`src/rtl/bram_readout_fsm_pkg.sv`:
```
// Shared types for the capture-BRAM readout engine: state encoding and default geometry.
package bram_readout_fsm_pkg;

   localparam int DEF_NB_ADDR = 11;
   localparam int DEF_NB_DATA = 14;

   typedef enum logic [2:0] {
      ST_IDLE  = 3'd0,
      ST_FETCH = 3'd1,
      ST_WAIT  = 3'd2,
      ST_SEND  = 3'd3,
      ST_DONE  = 3'd4
   } rd_state_e;

   function automatic logic state_is_busy(input rd_state_e st);
      return (st == ST_FETCH) || (st == ST_WAIT) || (st == ST_SEND);
   endfunction

endpackage

```
`src/rtl/bram_readout_fsm.sv`:
```
// Walks the capture BRAM from address 0 to N_WORDS-1 after a start pulse and streams each
// word to a consumer over valid/ready; one word per three cycles when never back-pressured.
//
// state | meaning
// IDLE  | waiting for start with memory full; o_done holds the last completion
// FETCH | read enable asserted for the current address
// WAIT  | BRAM read latency; data captured at the end of this cycle
// SEND  | o_valid high, word held until accepted
// DONE  | one-cycle completion marker before returning to IDLE
module bram_readout_fsm
   import bram_readout_fsm_pkg::*;
#(
   parameter int NB_ADDR = DEF_NB_ADDR,
   parameter int NB_DATA = DEF_NB_DATA,
   parameter int N_WORDS = 2 ** NB_ADDR
) (
   input  logic               clock,
   input  logic               i_reset,
   input  logic               i_start,
   input  logic               i_stop,
   input  logic               i_mem_full,
   output logic [NB_ADDR-1:0] o_read_addr,
   output logic               o_read_enable,
   input  logic [NB_DATA-1:0] i_read_data,
   output logic [NB_DATA-1:0] o_data,
   output logic               o_valid,
   input  logic               i_ready,
   output logic               o_busy,
   output logic               o_done
);

   // Compared explicitly so dumps shorter than the address space stop on time.
   localparam logic [NB_ADDR-1:0] LAST_ADDR = NB_ADDR'(N_WORDS - 1);

   rd_state_e          state_q, state_d;
   logic [NB_ADDR-1:0] addr_q, addr_d;
   logic [NB_DATA-1:0] data_q, data_d;
   logic               valid_q, valid_d;
   logic               done_q, done_d;

   always_comb begin
      state_d = state_q;
      addr_d  = addr_q;
      data_d  = data_q;
      valid_d = valid_q;
      done_d  = done_q;

      if (i_stop && (state_q != ST_IDLE)) begin
         state_d = ST_IDLE;
         addr_d  = '0;
         valid_d = 1'b0;
         done_d  = 1'b0;
      end else begin
         unique case (state_q)
            ST_IDLE: begin
               if (i_start && i_mem_full) begin
                  state_d = ST_FETCH;
                  addr_d  = '0;
                  done_d  = 1'b0;
               end
            end
            ST_FETCH: state_d = ST_WAIT;
            ST_WAIT: begin
               data_d  = i_read_data;
               valid_d = 1'b1;
               state_d = ST_SEND;
            end
            ST_SEND: begin
               if (valid_q && i_ready) begin
                  valid_d = 1'b0;
                  if (addr_q == LAST_ADDR) begin
                     state_d = ST_DONE;
                     done_d  = 1'b1;
                  end else begin
                     addr_d  = addr_q + NB_ADDR'(1);
                     state_d = ST_FETCH;
                  end
               end
            end
            ST_DONE: state_d = ST_IDLE;
            default: state_d = ST_IDLE;
         endcase
      end
   end

   always_ff @(posedge clock) begin
      if (i_reset) begin
         state_q <= ST_IDLE;
         addr_q  <= '0;
         data_q  <= '0;
         valid_q <= 1'b0;
         done_q  <= 1'b0;
      end else begin
         state_q <= state_d;
         addr_q  <= addr_d;
         data_q  <= data_d;
         valid_q <= valid_d;
         done_q  <= done_d;
      end
   end

   assign o_read_addr   = addr_q;
   assign o_read_enable = (state_q == ST_FETCH);
   assign o_data        = data_q;
   assign o_valid       = valid_q;
   assign o_busy        = state_is_busy(state_q);
   assign o_done        = done_q;

endmodule

```
`config.mk`:
```
export PLATFORM = sky130hd
export DESIGN_NAME = bram_readout_fsm
export DESIGN_NICKNAME = d
export VERILOG_FILES = /design/src/rtl/bram_readout_fsm_pkg.sv /design/src/rtl/bram_readout_fsm.sv
export SDC_FILE = /design/constraint.sdc
export NUM_CORES = 1
export LEC_CHECK = 0
export CORE_MARGIN = 3
export CORE_UTILIZATION = 44
export CTS_BUF_LIST = sky130_fd_sc_hd__clkbuf_8
export DETAILED_ROUTE_END_ITERATION = 10
export DONT_BUFFER_PORTS = 1
export SLEW_MARGIN = 0
export SYNTH_ARGS = -nofsm -noshare
export SYNTH_HDL_FRONTEND = slang
export SYNTH_SLANG_ARGS = --single-unit
```
`constraint.sdc`:
```
create_clock -name clock -period 1.7 [get_ports clock]
set_clock_uncertainty 0.15 [all_clocks]
set_input_delay 0.17 -clock clock [delete_from_list [all_inputs] [get_ports clock]]
set_output_delay 0.17 -clock clock [all_outputs]
set_load 0.02 [all_outputs]
```
## Word level (Yosys, flattened, before mapping)

Cells that the tools add are included.

- Bits of input ports: 20
- Bits in registers: 30
- Output and inout port bits: 29

- Equality and inequality tests: 8
- $add $sub $neg: 1
- Mux-type cells: 14
- Bitwise logic cells: 1
- Reduce and logical (&&, ||, !) cells: 15

Operators with widths:

| cell | number |
|---|---|
| 2-to-1 mux 11 bit | 3 |
| case mux 11 bit (2 select lines) | 1 |
| case mux 3 bit (4 select lines) | 1 |
| adder 11 x 1 -> 11 bit (second input constant) | 1 |
| equality test 11 bit (second input constant) | 1 |
| 2-to-1 mux 3 bit | 3 |
| inequality test 2 bit (second input constant) | 4 |
| AND reduction 4 bit | 2 |
| equality test 3 x 2 -> 1 bit (second input constant) | 2 |
| AND reduction 2 bit | 3 |
| 2-to-1 mux 1 bit | 4 |
| case mux 1 bit (2 select lines) | 2 |
| nonzero test 2 bit | 2 |
| equality test 3 x 1 -> 1 bit (second input constant) | 1 |
| logical AND 1 bit | 3 |
| logical NOT 3 bit | 1 |
| nonzero test 3 bit | 1 |
| logical OR 1 bit | 2 |
| OR reduction 2 bit | 1 |
| NOT 1 bit | 1 |

## Longest topological paths before layout

- Word-level depth: 4
- Mapped depth: 6
- Gate-level depth less buffers: 5

## Least setup slack after synthesis

OpenSTA, ideal clock, no wires.

- Kind: reg-to-reg
- Start: register addr_q[0] (netlist: o_read_addr[0])
- End: register addr_q[4] (netlist: o_read_addr[4])
- Arrival: 1.693 ns
- Setup slack: -0.238 ns
- Setup time: 0.095 ns
- Required time: 1.455 ns
- Cell stages (with the launch flop): 6
- Clock period less this slack: 1.938 ns
- Cell sequence: dfxtp_1 > ha_1 > nand3_1 > nor3_2 > o21ai_2 > a221oi_1

- Word-level cells in the longest chain between the ends: 4
- Elaborated cells between the ends (all ways): 7
- Those cells by class: add/sub (1); eq/ne (2); mux (3); reduce/logical (1)

Ends and longest elaborated chain:

| element | line | RTL |
|---|---|---|
| start: declaration | bram_readout_fsm.sv:36 | `logic [NB_ADDR-1:0] addr_q, addr_d;` |
| start signal: assignment | bram_readout_fsm.sv:95 | `addr_q <= addr_d;` |
| adder 11 x 1 -> 11 bit | bram_readout_fsm.sv:75 | `addr_d = addr_q + NB_ADDR'(1);` |
| 2-to-1 mux 11 bit | bram_readout_fsm.sv:71 | `if (addr_q == LAST_ADDR) begin` |
| 2-to-1 mux 11 bit | bram_readout_fsm.sv:69 | `if (valid_q && i_ready) begin` |
| case mux 11 bit (2 select lines) | bram_readout_fsm.sv:54 | `unique case (state_q)` |

Parallel ways exist; a longest one is shown, timed or not. The select of a mux whose other input is x is not followed.
A chain may end at the register's enable or synchronous reset.

## Worst setup path in the final report

- Start: register state_q[1]
- End: register addr_q[0] (netlist: o_read_addr[0])

- Word-level cells in the longest chain between the ends: 3
- Elaborated cells between the ends (all ways): 11
- Those cells by class: eq/ne (4); mux (1); reduce/logical (6)

Ends and longest elaborated chain:

| element | line | RTL |
|---|---|---|
| start: declaration | bram_readout_fsm.sv:35 | `rd_state_e state_q, state_d;` |
| start signal: assignment | bram_readout_fsm.sv:94 | `state_q <= state_d;` |
| equality test 3 x 2 -> 1 bit, or another cell as far along | bram_readout_fsm.sv:54 |  |
| inequality test 2 bit (no source line), or another cell as far along | -- |  |
| AND reduction 4 bit (no source line) / OR reduction 2 bit (equally long branches) | -- |  |

Parallel ways exist; a longest one is shown, timed or not.

==> run metrics <==
via total after detailed routing=1358; Worst Hold End=o_read_addr[0]; core box area=0.002805 sq mm; largest family of logic cells by synthesized area=simple AND/OR/NAND/NOR gates; Die Span Y=60.57 um; H-tree Lvls=2; r2r endpoint=o_read_addr[0]; WHS Path Cells=3; Antenna Diode Count=0; final antenna-violating net count=0; Pwr Total=1.482 mW; number of fill cells in the layout=233; max cap viols=0; I/O Buffers=0; Worst Setup Start Kind=flip-flop; R2R Setup Slk=0.02 ns; gr usage total=0.1947; Slew HR=0.6947; 1st-pass router iterations=4; crit path kind=flip-flop to flip-flop; CTS buffer count=5; slowest stage cell, crit path=or4_4; largest net degree at the start of global routing=15; initial antenna violation count=0; CP required=1.76 ns; synth unique cells=35; clock network latency to the later pin of the worst-skew pair=0.28 ns; RD Place Congestion=0.8341; Slew Viols, Final=0; top cells by count, synth=37 x nand2_1, 30 x dfxtp_1, 19 x a21oi_1; post-synthesis mux area share=0.007641; Finished Layout Cells=237; placed instance area=0.001508 sq mm; Yosys reg bits=30; start point of the worst hold path=i_reset; crit end category=flip-flop; EDFF count, synth=0; die area=0.003668 sq mm; global-route wire length before repair=5.361 mm; layout cells sized above 1=0.2864; Synth Instances=163; asr flop ratio synth=0; initial DRC count=28; R2R Path Start=state_q[1]; row cnt=19; hpwl dp=2.370 mm; IO Pins=49; worst path arrival time=1.74 ns; Tmin final=1.676 ns; Inst Count DP=209; yosys warns=0; Pleak=0.6640 nW; VDD IR-drop max=473.5 uV; via/cell ratio=5.730; Seq/Total Area, Yosys=0.4585; Synth Area in XOR/XNOR=0; ranking of synthesized cells by area=dfxtp_1 46%, nand2_1 11%, a21oi_1 7.3%, a31oi_1 2.9%, nor2_1 2.9%; clock slew at reported path FFs=0.06 ns; worst-case clock buffer depth=2; number of global-route vias before repair=1238; Compound-Gate Fraction of Synth Area=0.2073; WL final=3.603 mm; starting density of the core=0.4670; Setup-failing EPs final=0; Worst-Margin Slew=0.4565 ns; clock sink total=30; Avg Cell Area, Syn=8.037 sq um; Post-Synth Adder-Cell Area=0.009551; DRC violations left=0; die width=60.57 um; Synth top area share=0.4585; reg2reg path depth=4; Worst Hold Class=input port to flip-flop; Place WS=-0.06891 ns; Crit Path Max Fanout=6; CTS tree=built; drt wl/cell=15.20 um; most numerous cell in the Yosys netlist=nand2_1; nets@finish=226; simple-gate share of the synthesized area=0.2760; period utilization=0.9856; fmax=596.8 MHz; Layout area overhead=43.65%; top_reg_cell synth=dfxtp_1; clk root buf=clkbuf_8; RSZ-0062 raised after global routing=yes; Cell Chain, Critical Path=or3_4 > a21o_1 > or4_4 > o21ai_2; Final Worst Setup Slack=0.02440 ns; global route total overflow=0; Power Dens Cells=787.5 mW/mm^2; synthesized area=0.001310 sq mm; CP peak stage delay=0.48 ns; setup TNS=0 ns; Synth area leader=dfxtp_1; status=finished, final reports clean; fin area=0.001882 sq mm; Final Hold Fails=0; Syn Nets=184
routing by layer:
metal	wire [um]	track usage	vias to the layer above
li1	-	-	673
met1	1456	0.2279	636
met2	1839	0.3298	42
met3	259	0.06596	7
met4	47	0.07121	0
met5	0	0	-
layout by cell type, fill, tap and decap left out, types with 2 or more instances in the layout:
master         Yosys  final
dfxtp_1           30     26
nor3_1             5      5
nand2_1           37     36
nand3b_1           2      2
or3_4              0      2
nand3_2            0      2
inv_1              3      4
a311oi_1           3      2
a21oi_1           19     19
o21ai_0            6      6
nor2_1            10      9
clkbuf_8           0      6
nand4_1            2      2
dlygate4sd3_1      0     16
dfxtp_2            0      4
buf_6              1      2
a22oi_1            2      2
nand3_1            7      4
a31oi_1            6      6
a2111oi_2          0      2
buf_4              0     25
sequential cells by signal, indices dropped and copies added, names as in the netlist:
name and count:
state_q 3, o_data 14, o_valid 1, o_done 1, o_read_addr 11
critical path: cells and delay by family, from the launching register on:
family / cells / cell delay [ns]
DFF: 1 / 0.35
AOI/OAI and AO/OA: 2 / 0.24
and+or+nand+nor: 2 / 0.87
area by class of cell:
type	count	area [sq um]	area share
well taps	31	38.79	0.02061
flip-flops and latches	30	605.6	0.3218
clock buffers	6	82.58	0.04388
clock inverters	2	8.758	0.004654
inverters	3	11.26	0.005984
multi-input cells	122	764.5	0.4063
repair buffers	43	370.4	0.1968
timing repair:
action | 4_1_cts | 5_1_grt
setup endpoints to repair | 1 | 12
gates cloned | 0 | 0
resized for setup | 2 | 21
endpoints found under the hold margin | 15 | 0
hold buffers | 16 | 0
setup buffers | 0 | 4
pin swaps | 0 | 3
worst max path at each step:
stage	start	end	depth (start not counted)
2_1_floorplan	state_q[1]	o_read_addr[0]	5
3_3_place_gp	state_q[1]	o_read_addr[4]	4
3_5_place_dp	state_q[1]	state_q[0]	4
4_1_cts	o_read_addr[0]	o_read_addr[5]	5
5_1_grt	state_q[1]	o_read_addr[0]	4
6_report	state_q[1]	o_read_addr[0]	4
kinds of logic after synthesis:
kind of cell / count (synthesis)
AOI/OAI and AO/OA: 44
adders and majority gates: 1
buffers and inverters: 11
DFF: 30
muxes: 1
and+or+nand+nor: 76
report_power, final:
part / leakage [nW] / switching [mW] / internal [mW]
combinational: 0.367 / 0.0863 / 0.0781
clock: 0.0524 / 0.255 / 0.320
sequential: 0.244 / 0.0238 / 0.719
total: 0.664 / 0.365 / 1.12
stage by stage:
step                hold WS, ns  utilization
global placement        0.09097       0.5375
detailed placement      0.09323       0.5375
finish                  0.03637       0.6708
global route            0.05031       0.6708
CTS                     0.01522       0.6293
floorplan                0.1560            -
Power figures use the tool's default switching activity.
